**src/rtl/dmem_bus_arbiter.sv**
```systemverilog
// Shares the LSU data-memory/UART bus between the core (requester 0) and the
// UART boot/debug DMA (requester 1); zero-latency combinational grant.
module dmem_bus_arbiter #(
    parameter int ADDR_W         = 32,
    parameter int DATA_W         = 32,
    parameter int MAX_CORE_BURST = 4,
    parameter int MAX_LOCK       = 16
) (
    input  logic              clk,
    input  logic              reset,

    input  logic              core_req,
    input  logic              core_we,
    input  logic [ADDR_W-1:0] core_addr,
    input  logic [DATA_W-1:0] core_wdata,
    input  logic [2:0]        core_func3,
    output logic              core_gnt,
    output logic              core_stall,
    output logic              core_rvalid,
    output logic [DATA_W-1:0] core_rdata,

    input  logic              dma_req,
    input  logic              dma_we,
    input  logic              dma_lock,
    input  logic [ADDR_W-1:0] dma_addr,
    input  logic [DATA_W-1:0] dma_wdata,
    output logic              dma_gnt,
    output logic              dma_rvalid,
    output logic [DATA_W-1:0] dma_rdata,

    output logic              mem_rd_en,
    output logic              mem_wr_en,
    output logic [ADDR_W-1:0] mem_addr,
    output logic [DATA_W-1:0] mem_wdata,
    output logic [2:0]        mem_func3,
    input  logic [DATA_W-1:0] mem_rdata,

    output logic [1:0]        owner,
    output logic              lock_err
);

    localparam int STARVE_W = $clog2(MAX_CORE_BURST + 1);
    localparam int LOCK_W   = $clog2(MAX_LOCK);

    localparam logic [STARVE_W-1:0] STARVE_MAX = STARVE_W'(MAX_CORE_BURST);
    localparam logic [LOCK_W-1:0]   LOCK_LAST  = LOCK_W'(MAX_LOCK - 1);

    localparam logic [0:0] ST_ARB      = 1'b0;
    localparam logic [0:0] ST_DMA_LOCK = 1'b1;

    localparam logic [1:0] RD_NONE = 2'b00;
    localparam logic [1:0] RD_CORE = 2'b01;
    localparam logic [1:0] RD_DMA  = 2'b10;

    localparam logic [2:0] FUNC3_WORD = 3'b010;

    logic [0:0]          state_q, state_d;
    logic [STARVE_W-1:0] starve_q, starve_d;
    logic [LOCK_W-1:0]   lock_q, lock_d;
    logic [1:0]          rd_owner_q, rd_owner_d;
    logic [DATA_W-1:0]   core_rdata_q;
    logic [DATA_W-1:0]   dma_rdata_q;

    logic in_lock;
    logic watchdog;
    logic dma_first;
    logic grant_core;
    logic grant_dma;

    // Grants are gated by reset so nothing reaches the bus while reset is held.
    always_comb begin
        in_lock    = (state_q == ST_DMA_LOCK);
        watchdog   = in_lock && (lock_q == LOCK_LAST);
        dma_first  = dma_req && (starve_q == STARVE_MAX);
        grant_core = 1'b0;
        grant_dma  = 1'b0;
        if (reset) begin
            if (in_lock) begin
                grant_dma = dma_req;
            end else if (dma_first) begin
                grant_dma = 1'b1;
            end else if (core_req) begin
                grant_core = 1'b1;
            end else begin
                grant_dma = dma_req;
            end
        end
    end

    always_comb begin
        state_d  = state_q;
        starve_d = starve_q;
        lock_d   = lock_q;
        if (in_lock) begin
            lock_d = lock_q + 1'b1;
            if (watchdog || !dma_req || (grant_dma && !dma_lock)) begin
                state_d = ST_ARB;
            end
        end else if (grant_dma && dma_lock) begin
            state_d = ST_DMA_LOCK;
            lock_d  = '0;
        end

        if (grant_dma || !dma_req || watchdog) begin
            starve_d = '0;
        end else if (grant_core && (starve_q != STARVE_MAX)) begin
            starve_d = starve_q + 1'b1;
        end
    end

    always_comb begin
        rd_owner_d = RD_NONE;
        if (grant_core && !core_we) begin
            rd_owner_d = RD_CORE;
        end else if (grant_dma && !dma_we) begin
            rd_owner_d = RD_DMA;
        end
    end

    // An asynchronous reset drops any read still in flight.
    always_ff @(posedge clk or negedge reset) begin
        if (!reset) begin
            state_q      <= ST_ARB;
            starve_q     <= '0;
            lock_q       <= '0;
            rd_owner_q   <= RD_NONE;
            core_rdata_q <= '0;
            dma_rdata_q  <= '0;
        end else begin
            state_q    <= state_d;
            starve_q   <= starve_d;
            lock_q     <= lock_d;
            rd_owner_q <= rd_owner_d;
            if (rd_owner_q == RD_CORE) begin
                core_rdata_q <= mem_rdata;
            end
            if (rd_owner_q == RD_DMA) begin
                dma_rdata_q <= mem_rdata;
            end
        end
    end

    assign core_gnt    = grant_core;
    assign core_stall  = core_req & ~grant_core;
    assign core_rvalid = (rd_owner_q == RD_CORE);
    assign core_rdata  = core_rvalid ? mem_rdata : core_rdata_q;

    assign dma_gnt     = grant_dma;
    assign dma_rvalid  = (rd_owner_q == RD_DMA);
    assign dma_rdata   = dma_rvalid ? mem_rdata : dma_rdata_q;

    assign mem_rd_en   = (grant_core & ~core_we) | (grant_dma & ~dma_we);
    assign mem_wr_en   = (grant_core & core_we) | (grant_dma & dma_we);
    assign mem_addr    = grant_dma ? dma_addr : core_addr;
    assign mem_wdata   = grant_dma ? dma_wdata : core_wdata;
    assign mem_func3   = grant_dma ? FUNC3_WORD : core_func3;

    assign owner       = {grant_dma, grant_core};
    assign lock_err    = watchdog;

endmodule
```
**config.mk**
```make
export PLATFORM = sky130hd
export DESIGN_NAME = dmem_bus_arbiter
export DESIGN_NICKNAME = d
export VERILOG_FILES = /design/src/rtl/dmem_bus_arbiter.sv
export SDC_FILE = /design/constraint.sdc
export NUM_CORES = 1
export LEC_CHECK = 0
export ABC_CLOCK_PERIOD_IN_PS = 2150
export BUFFER_PORTS_ARGS = -buffer_cell sky130_fd_sc_hd__buf_2
export CELL_PAD_IN_SITES_DETAIL_PLACEMENT = 0
export CELL_PAD_IN_SITES_GLOBAL_PLACEMENT = 1
export CORE_MARGIN = 3
export CORE_UTILIZATION = 30
export CTS_CLUSTER_SIZE = 16
export DETAILED_ROUTE_END_ITERATION = 12
export PLACE_DENSITY_LB_ADDON = 0.1
export SLEW_MARGIN = 20
export SYNTH_ARGS = -nofsm -noshare
export SYNTH_HDL_FRONTEND = slang
export SYNTH_SLANG_ARGS = --single-unit
```
**constraint.sdc**
```tcl
create_clock -name clk -period 2.15 [get_ports clk]
set_input_delay 0.5375 -clock clk [delete_from_list [all_inputs] [get_ports clk]]
set_output_delay 0.5375 -clock clk [all_outputs]
set_load 0.05 [all_outputs]
```
==> reports/qor.csv, run 1 <==
metric,value,unit
cts_root_buf,clkbuf_16,
leakage,0.00443,µW
track_usage,0.198,
tightestPinTransition,0.887,ns
slew_headroom,0.409,
worst_slack,-0.326,ns
wl_met1,5940,µm
synth-seq-area-share,0.457,
drc,0,
drive_gt1_frac,0.832,
path_cells,inv_2 > ha_4 > nand2_4 > a21o_4 > clkbuf_16 > mux2_4 > buf_6,
dieArea,14900,µm²
routed_via_density,4.54,
gp_congestion,0.734,
maxCapViolations,0,
insertion_delay,0.34,ns
cts_buffers,9,
drt-total-wl,15700,µm
synthToLayoutAreaGrowth,106,%
fillers,976,
wl_met2,8200,µm
fin_crit,2.48,ns
status,"complete, but fails checks",
critPathCaptureType,output pin,
timing.fmax,404,MHz
period_share,1.15,
timing.rr.start,in_lock$_DFF_PN0_,
io_pins,311,
max_stage_delay,0.38,ns
rr_worst_depth,6,
cts_tree,done,
dp_hpwl,10600,µm
fin_nets,822,
core,12900,µm²
pwr_density_cell,899,nW/µm²
ys_warn_count,0,
hold_viol,0,
antenna_found_initial,1,
synth_area,4050,µm²
antenna_left,0,
clock-sinks,74,
critPathLaunchType,flop,
postSynthRegisterBits,74,
syn_inst,276,
grt_max_degree,73,
r2r-end,starve_q[2]$_DFFE_PN0P_,
port_buffers,310,
row_count,41,
hold_class,input pin to async pin,
syn_avg_cell_area,14.7,µm²
start_util,0.313,
first_pass_iters,4,
htreeDepth,3,
path_buf_inv,3,
drtIter0Drc,148,
clk_path_buf_depth,2,
top_layer,met5,
rsz0062_at_grt,true,
antenna_cells,0,
finClkSkew,0.00459,ns
grt-ovfl-total,0,
synth_cell_types,33,
setup_viol,138,
wl_per_cell,19.0,µm
vias,3750,
path_clk_slew,0.05,ns
cp.required,1.61,ns
die_w,122,µm
syn-num-nets,449,
r2r_slack,0.52,ns
drv_slew,0,
hold-worst-slack,0.106,ns
criticalPathCategory,flop to output pin,
arrival,1.94,ns
grt_pass1_vias,4049,
crit_family,buffers and inverters,
violations,negative setup slack,
slowest_stage,dfrtp_1,
cp_max_fo,7,
wl_met3,1290,µm
ir_drop,0.699,mV
dieHeight,122,µm
setup-tns-final,-25.81,ns
grt_pass1_wl,22400,µm
## cell families (layout without fill, tap and decap cells)
group	Yosys count	in the layout	synth area share
XOR/XNOR	2	2	0.00433
buffers and inverters	25	402	0.0445
AO/OA/AOI/OAI	16	17	0.0284
AND/OR/NAND/NOR	28	28	0.0411
flip-flops	74	74	0.457
adder cells (fa/ha/maj)	3	3	0.00927
multiplexers	128	128	0.415
## state kept, by name, summed over array words and instances, names as in the netlist
register	count
core_rdata_q	32
dma_rdata_q	32
lock_q	4
starve_q	3
rd_owner_q	2
in_lock	1
## cell usage after synthesis
master / instances / area (µm²)
o2bb2ai_1: 1 / 8.76
xor2_1: 1 / 8.76
nor2b_2: 1 / 8.76
a21o_1: 2 / 15.0
nor2_1: 2 / 7.51
nand3_1: 3 / 15.0
clkbuf_1: 3 / 11.3
buf_12: 1 / 20.0
dfrtp_1: 74 / 1850
a2bb2oi_1: 1 / 8.76
buf_4: 2 / 15.0
xnor2_1: 1 / 8.76
a211oi_1: 3 / 22.5
o22ai_1: 1 / 6.26
ha_1: 3 / 37.5
a2111oi_2: 1 / 15.0
nand2b_1: 8 / 50.1
mux2_4: 64 / 961
and2_1: 4 / 25.0
a21oi_1: 1 / 5.00
buf_2: 6 / 30.0
nor3b_1: 1 / 7.51
mux2_2: 64 / 721
nand3b_1: 1 / 7.51
and3b_1: 1 / 8.76
nor2b_1: 2 / 12.5
o21ai_0: 5 / 25.0
inv_4: 1 / 6.26
inv_1: 5 / 18.8
and4_1: 1 / 8.76
a22o_1: 1 / 8.76
buf_6: 7 / 78.8
nand2_1: 4 / 15.0
## cell usage in the layout (no fill, tap or decap), drive strengths merged
cell type	synthesis	routed
o2bb2ai	1	1
clkinv	0	1
xor2	1	1
a2bb2oi	1	1
ha	3	3
clkbuf	3	15
o22ai	1	1
nor3b	1	1
a211oi	3	3
a21oi	1	1
bufinv	0	1
o21ai	5	5
and3b	1	1
and4	1	1
nand3b	1	1
nand3	3	3
dfrtp	74	74
nor2	2	2
nand2	4	4
xnor2	1	1
inv	6	5
a21o	2	3
and2	4	4
clkinvlp	0	3
buf	16	377
a2111oi	1	1
a22o	1	1
mux2	128	128
nand2b	8	8
nor2b	3	3
## power breakdown
group / leakage (µW) / internal, µW / switching [µW]
clock: 0.000145 / 959 / 571
combinational: 0.00340 / 1910 / 2230
sequential: 0.000887 / 1720 / 117
## metrics by stage
stage	cells	area, µm²	utilization	setup slack, ns	power [µW]
after detailed placement	761	5940	0.460	-0.182	4660
final	826	8340	0.645	-0.326	7500
after CTS	816	8140	0.630	-0.371	7470
after floorplan	276	4070	-	-0.00195	3960
after global routing	826	8340	0.645	-0.400	7800
after global placement	761	5940	0.460	-0.178	4620
## worst max path at each step
stage | from | to | cells after the start
2_1_floorplan | starve_q[0]$_DFFE_PN0P_ | mem_wr_en | 6
3_3_place_gp | core_req | mem_wdata[8] | 6
3_5_place_dp | core_req | mem_wdata[8] | 6
4_1_cts | starve_q[1]$_DFFE_PN0P_ | mem_wdata[8] | 7
5_1_grt | starve_q[0]$_DFFE_PN0P_ | mem_wdata[24] | 7
6_report | starve_q[1]$_DFFE_PN0P_ | mem_wdata[27] | 7
## worst register-to-register path: cells and delay by family, from the launching register on
kind            cells  cell delay, ns
compound gates      2            0.53
flops               1            0.41
buf+inv             3            0.37
simple gates        1            0.22
## layer usage
layer | track usage | vias to the layer above
met5 | 0 | -
met4 | 0.0637 | 2
met3 | 0.0687 | 27
met2 | 0.336 | 166
met1 | 0.235 | 1817
li1 | - | 1738
## layout make-up
cell class | count | area (µm²) | area share
multi-input cells | 178 | 2360 | 0.283
clock inverters | 4 | 50.0 | 0.00600
repair buffers | 380 | 3570 | 0.428
clock buffers | 12 | 256 | 0.0308
inverters | 6 | 31.3 | 0.00375
well taps | 172 | 215 | 0.0258
flip-flops and latches | 74 | 1850 | 0.222
## repair_timing
action / 4_1_cts / 5_1_grt
pin swaps: 3 / 4
buffers inserted: 30 / 9
setup endpoints to repair: 138 / 139
hold buffers: 0 / 0
resized for setup: 417 / 33
cloned: 9 / 5
Power figures use the tool's default switching activity.
==> run 2, diff against run 1 <==
--- a/config.mk
+++ b/config.mk
@@ -14,6 +14,7 @@
 export CTS_CLUSTER_SIZE = 16
 export DETAILED_ROUTE_END_ITERATION = 12
 export PLACE_DENSITY_LB_ADDON = 0.1
+export SETUP_SLACK_MARGIN = 0.1
 export SLEW_MARGIN = 20
 export SYNTH_ARGS = -nofsm -noshare
 export SYNTH_HDL_FRONTEND = slang
==> reports/qor.csv, run 2 (synthesized netlist as in run 1, its figures left out) <==
metric,value,unit,change
pre_cts_slack,-0.179,ns,+0.00269 ns
finClkSkew,0.00484,ns,+0.000257 ns
vias,3781,,+0.83%
fin_crit,2.48,ns,+0.00815 ns
seq_power_share,0.237,,-0.007
p_clk_frac,0.225,,+0.021
drt-total-wl,16000,µm,+1.9%
cts_root_buf,clkbuf_16,,
htreeDepth,3,,unchanged
final_cell_mix,"buf_2, mux2_4, buf_6, dfrtp_1, buf_8",,
largest_registers,"core_rdata_q (32), dma_rdata_q (32), lock_q (4)",,
grt_pass1_wl,22800,µm,+1.9%
core,12900,µm²,unchanged
place_area,5960,µm²,+0.25%
cp.required,1.61,ns,about the same
final_common_cell,buf_2,,
design_area,8510,µm²,+2.0%
worst_slack,-0.334,ns,-0.00815 ns
die_w,122,µm,unchanged
violations,negative setup slack,,
setup_viol,139,,+0.72%
tightestPinTransition,0.913,ns,+0.0265 ns
row_count,41,,unchanged
cts_buffers,9,,unchanged
cts_tree,done,,
slew_headroom,0.391,,-0.0176
clk_path_buf_depth,2,,unchanged
port_buffers,310,,unchanged
grt_max_degree,74,,+1.4%
ir_drop,0.550,mV,-21%
p_comb_frac,0.538,,-0.013
p_sw_frac,0.375,,-0.0132
timing.fmax,403,MHz,-0.33%
grt-ovfl-total,0,,unchanged
power.switching,2900,µW,-0.32%
status,"complete, but fails checks",,
criticalPathCategory,flop to output pin,,
routed_via_density,4.55,,+0.22%
path_clk_slew,0.06,ns,about the same
slowest_stage,dfrtp_1,,
drtIter0Drc,160,,+8.1%
dieHeight,122,µm,unchanged
start_util,0.313,,unchanged
wl_per_cell,19.3,µm,+1.3%
hold_viol,0,,unchanged
grt_pass1_vias,4055,,+0.15%
dp_hpwl,10800,µm,+1.7%
dieArea,14900,µm²,unchanged
fin_nets,827,,+0.61%
cp_max_fo,8,,+1
path_cells,inv_2 > ha_4 > nand2_4 > a21o_4 > clkbuf_16 > mux2_4 > buf_8,,
critPathCaptureType,output pin,,
p_int,4830,µW,+5.4%
hold_class,input pin to async pin,,
leakage,0.00451,µW,+1.8%
antenna_left,0,,unchanged
antenna_cells,0,,unchanged
multiInputGateArea,2350,µm²,-0.42%
drv_slew,0,,unchanged
synthToLayoutAreaGrowth,110,%,
track_usage,0.199,,+0.00163
first_pass_iters,4,,unchanged
drc,0,,unchanged
fillers,965,,-1.1%
pwr_density_cell,909,nW/µm²,+1.2%
totalPowerFinal,7740,µW,+3.2%
gp_congestion,0.789,,+7.5%
maxCapViolations,0,,unchanged
max_stage_delay,0.39,ns,about the same
io_pins,311,,unchanged
insertion_delay,0.32,ns,-0.02 ns
drive_gt1_frac,0.829,,-0.00328
path_buf_inv,3,,unchanged
crit_family,buffers and inverters,,
antenna_found_initial,1,,unchanged
period_share,1.16,,+0.00379
critPathLaunchType,flop,,
clock-sinks,74,,unchanged
arrival,1.95,ns,about the same
rsz0062_at_grt,true,,
final-seq-area,1850,µm²,unchanged
[run 2: what timing repair did]
item                       in CTS  in global routing
setup buffers                  29                 12
resized for setup             416                 32
hold buffers                    0                  0
setup endpoints to repair     138                140
gates cloned                    9                  4
pin swaps                       3                  5
[run 2: per-stage QoR]
stage | std cells | util | TNS (ns) | hold WS, ns
2_1_floorplan | 276 | - | -0.00286 | 0.242
3_3_place_gp | 763 | 0.461 | -9.59 | 0.451
3_5_place_dp | 763 | 0.461 | -9.70 | 0.449
4_1_cts | 817 | 0.638 | -35.42 | 0.101
5_1_grt | 831 | 0.658 | -40.30 | 0.114
6_report | 831 | 0.658 | -31.72 | 0.110
[run 2: layout make-up]
class / instances / area share
inverters: 6 / 0.00338
well taps: 172 / 0.0253
repair buffers: 385 / 0.435
clock inverters: 4 / 0.0115
flip-flops and latches: 74 / 0.218
multi-input cells: 178 / 0.277
clock buffers: 12 / 0.0302
[run 2: worst paths after layout]
check	slack (ns)	to	start	cells past startpoint
min reg2reg	0.51	dma_rdata_q[11]$_DFF_PN0_	dma_rdata_q[11]$_DFF_PN0_	1
max in group asynchronous	1.10	core_rdata_q[22]$_DFF_PN0_	reset	2
max reg2reg	0.36	core_rdata_q[11]$_DFF_PN0_	rd_owner_q[1]$_DFF_PN0_	9
max	-0.33	mem_wdata[20]	starve_q[1]$_DFFE_PN0P_	7
min in group clk	0.47	rd_owner_q[1]$_DFF_PN0_	dma_we	2
min	0.11	in_lock$_DFF_PN0_	reset	2
[run 2: routing by layer]
metal | GRT usage | wire length, µm | up-vias
met3 | 0.0580 | 1220 | 14
met2 | 0.355 | 8500 | 184
met4 | 0.0490 | 155 | 2
met5 | 0 | 14 | -
li1 | - | - | 1748
met1 | 0.236 | 6130 | 1833
[run 2: power groups by stage]
stage / combinational (µW) / clock, µW / sequential [µW]
finish: 4160 / 1740 / 1830
global route: 4310 / 1850 / 1860
detailed placement: 2820 / 0 / 1830
global placement: 2810 / 0 / 1820
CTS: 4050 / 1790 / 1820
floorplan: 2160 / 0 / 1800
==> run 3, diff against run 2 <==
--- a/config.mk
+++ b/config.mk
@@ -5,17 +5,17 @@
 export SDC_FILE = /design/constraint.sdc
 export NUM_CORES = 1
 export LEC_CHECK = 0
+export ABC_AREA = 1
 export ABC_CLOCK_PERIOD_IN_PS = 2150
 export BUFFER_PORTS_ARGS = -buffer_cell sky130_fd_sc_hd__buf_2
 export CELL_PAD_IN_SITES_DETAIL_PLACEMENT = 0
 export CELL_PAD_IN_SITES_GLOBAL_PLACEMENT = 1
 export CORE_MARGIN = 3
-export CORE_UTILIZATION = 30
+export CORE_UTILIZATION = 25
 export CTS_CLUSTER_SIZE = 16
 export DETAILED_ROUTE_END_ITERATION = 12
 export PLACE_DENSITY_LB_ADDON = 0.1
 export SETUP_SLACK_MARGIN = 0.1
-export SLEW_MARGIN = 20
 export SYNTH_ARGS = -nofsm -noshare
 export SYNTH_HDL_FRONTEND = slang
 export SYNTH_SLANG_ARGS = --single-unit
==> reports/qor.csv, run 3 <==
metric,value,unit,change
status,"complete, but fails checks",,
violations,negative setup slack,,
synth_common_cells,"nand2_1, dfrtp_1, o21ai_0",,
clock-sinks,74,,unchanged
fin_crit,2.37,ns,-0.117 ns
vias,5005,,+32%
ir_drop,0.406,mV,-26%
fillers,1146,,+19%
track_usage,0.209,,+0.00991
ys_async_sr_fraction,1.00,,unchanged
pwr_density_cell,830,nW/µm²,-8.7%
htreeDepth,3,,unchanged
core,14700,µm²,+14%
ys_warn_count,0,,unchanged
grt_max_degree,80,,+8.1%
synth_edf_count,0,,unchanged
synth-seq-area-share,0.487,,+0.0295
ys_top_cells_by_area,"dfrtp_1, nand2_1, o21ai_0, inv_1, nand3_1",,
maxCapViolations,0,,unchanged
pre_cts_slack,-0.0935,ns,+0.0859 ns
synth_area,3800,µm²,-6.1%
dieHeight,129,µm,+5.9%
tightestPinTransition,1.03,ns,+0.113 ns
yosysMostFrequentCell,nand2_1,,
synth_top_cell_by_area,dfrtp_1,,
start_util,0.259,,-0.0544
synth_ff_type,dfrtp_1,,
grt-ovfl-total,0,,unchanged
fin_nets,1090,,+32%
dp_hpwl,13000,µm,+20%
grt_pass1_wl,26900,µm,+18%
cp_num_cells,11,,+4
hold_viol,0,,unchanged
cts_tree,done,,
syn_avg_cell_area,7.15,µm²,-51%
timing.fmax,422,MHz,+5.0%
path_buf_inv,5,,+2
final-seq-area,1850,µm²,about the same
slew_headroom,0.316,,-0.0753
insertion_delay,0.33,ns,about the same
port_buffers,310,,unchanged
synth_cell_types,22,,-33%
die_w,129,µm,+5.9%
rsz0062_at_grt,true,,
hold_class,input pin to flop,,
worstSetupStartpoint,starve_q[1]$_DFFE_PN0P_,,
first_pass_iters,4,,unchanged
drc,0,,unchanged
rr_worst_depth,9,,unchanged
cp.required,1.61,ns,about the same
clk_path_buf_depth,2,,unchanged
totalPowerFinal,7920,µW,+2.4%
drt-total-wl,19400,µm,+21%
ctsHoldBuffers,0,,unchanged
timing.rr.start,rd_owner_q[0]$_DFF_PN0_,,
netlist.area_leader.share,0.487,,+0.0295
critPathCaptureType,output pin,,
holdPathStages,2,,
syn_inst,532,,+93%
path_clk_slew,0.06,ns,about the same
period_share,1.10,,-0.0546
wl_per_cell,17.5,µm,-9.0%
antenna_found_initial,3,,+2
criticalPathCategory,flop to output pin,,
arrival,1.83,ns,-0.12 ns
synthToLayoutAreaGrowth,151,%,
setup_viol,105,,-24%
row_count,44,,+7.3%
finClkSkew,0.00509,ns,+0.000251 ns
drtIter0Drc,137,,-14%
leakage,0.00488,µW,+8.2%
final_common_cell,buf_2,,
multiInputGateArea,2940,µm²,+25%
cts_root_buf,clkbuf_16,,
gp_congestion,0.804,,+2.0%
final_cell_mix,"buf_2, nand2_1, buf_6, nand2_2, dfrtp_1",,
critPathLaunchType,flop,,
crit_family,buffers and inverters,,
io_pins,311,,unchanged
max_stage_delay,0.40,ns,about the same
dieArea,16700,µm²,+12%
hold-worst-slack,0.397,ns,+0.287 ns
cp_max_fo,7,,-1
grt_pass1_vias,4860,,+20%
routed_via_density,4.53,,-0.54%
largest_registers,"core_rdata_q (32), dma_rdata_q (32), lock_q (4)",,
drive_gt1_frac,0.683,,-0.145
antenna_left,0,,unchanged
drv_slew,0,,unchanged
worst_slack,-0.217,ns,+0.117 ns
cts_buffers,9,,unchanged
antenna_cells,0,,unchanged
slowest_stage,dfrtp_1,,
postSynthRegisterBits,74,,unchanged
setup-tns-final,-10.73,ns,+20.99 ns
syn-num-nets,705,,+57%
path_cells,inv_2 > ha_4 > nand2_4 > nand2_4 > nand2_8 > inv_12 > buf_12 > clkbuf_16 > nand2_2 > nand2_2 > buf_8,,
min-delay-start,dma_we,,
run 3: cell count changes in the layout (fill, tap and decap cells not counted), sizes merged, moves of 8 or more:
cell and change:
nand2 +276, nand2b -8, nor2 +10, mux2 -128, buf +15, o21ai +61
nand3 +9, inv +41
run 3: layer usage:
metal	vias to the layer above	track usage	part of all wire	routed length [µm]
met5	-	0	0.0021	41
met1	2375	0.247	0.38	7280
li1	2410	-	-	-
met3	33	0.0639	0.067	1300
met4	6	0.0673	0.020	389
met2	181	0.363	0.54	10400
run 3: cell families (layout without fill, tap and decap cells):
logic type | count (synthesis) | in the layout | share of synthesized area
buffers and inverters | 77 | 466 | 0.0950
AND/OR/NAND/NOR | 308 | 309 | 0.316
adder cells (fa/ha/maj) | 3 | 3 | 0.00987
AO/OA/AOI/OAI | 70 | 70 | 0.0924
flip-flops | 74 | 74 | 0.487
run 3: layout make-up:
type                    instances  share of cell area
repair buffers                402               0.417
multi-input cells             382               0.308
flip-flops and latches         74               0.194
clock buffers                  12              0.0269
well taps                     184              0.0241
inverters                      48              0.0216
clock inverters                 4             0.00774
run 3: timing repair:
item	CTS	global route
setup endpoints to repair	138	140
gates resized for setup	330	244
cloned	14	6
buffers inserted	23	30
pin swaps	10	30
run 3: power by group:
| part | switching, µW | total, µW | internal [µW] |
|---|---|---|---|
| clock network | 561 | 1640 | 1080 |
| registers | 184 | 1890 | 1700 |
| logic | 2600 | 4390 | 1790 |
| total | 3340 | 7920 | 4580 |
run 3: path summary, 6_finish.rpt:
path                                               to  slack, ns
max                                     mem_wdata[21]      -0.22
min                           rd_owner_q[1]$_DFF_PN0_       0.40
max reg2reg                  dma_rdata_q[9]$_DFF_PN0_       0.70
min reg2reg                core_rdata_q[10]$_DFF_PN0_       0.49
max in group asynchronous  core_rdata_q[25]$_DFF_PN0_       0.99
min in group asynchronous   dma_rdata_q[25]$_DFF_PN0_       0.47
run 3: stage by stage:
stage               std cells  utilization  instance area [µm²]
floorplan                 532            -                 4360
global placement         1019        0.435                 6390
detailed placement       1019        0.435                 6390
CTS                      1072        0.567                 8330
global route             1106        0.649                 9540
finish                   1106        0.649                 9540
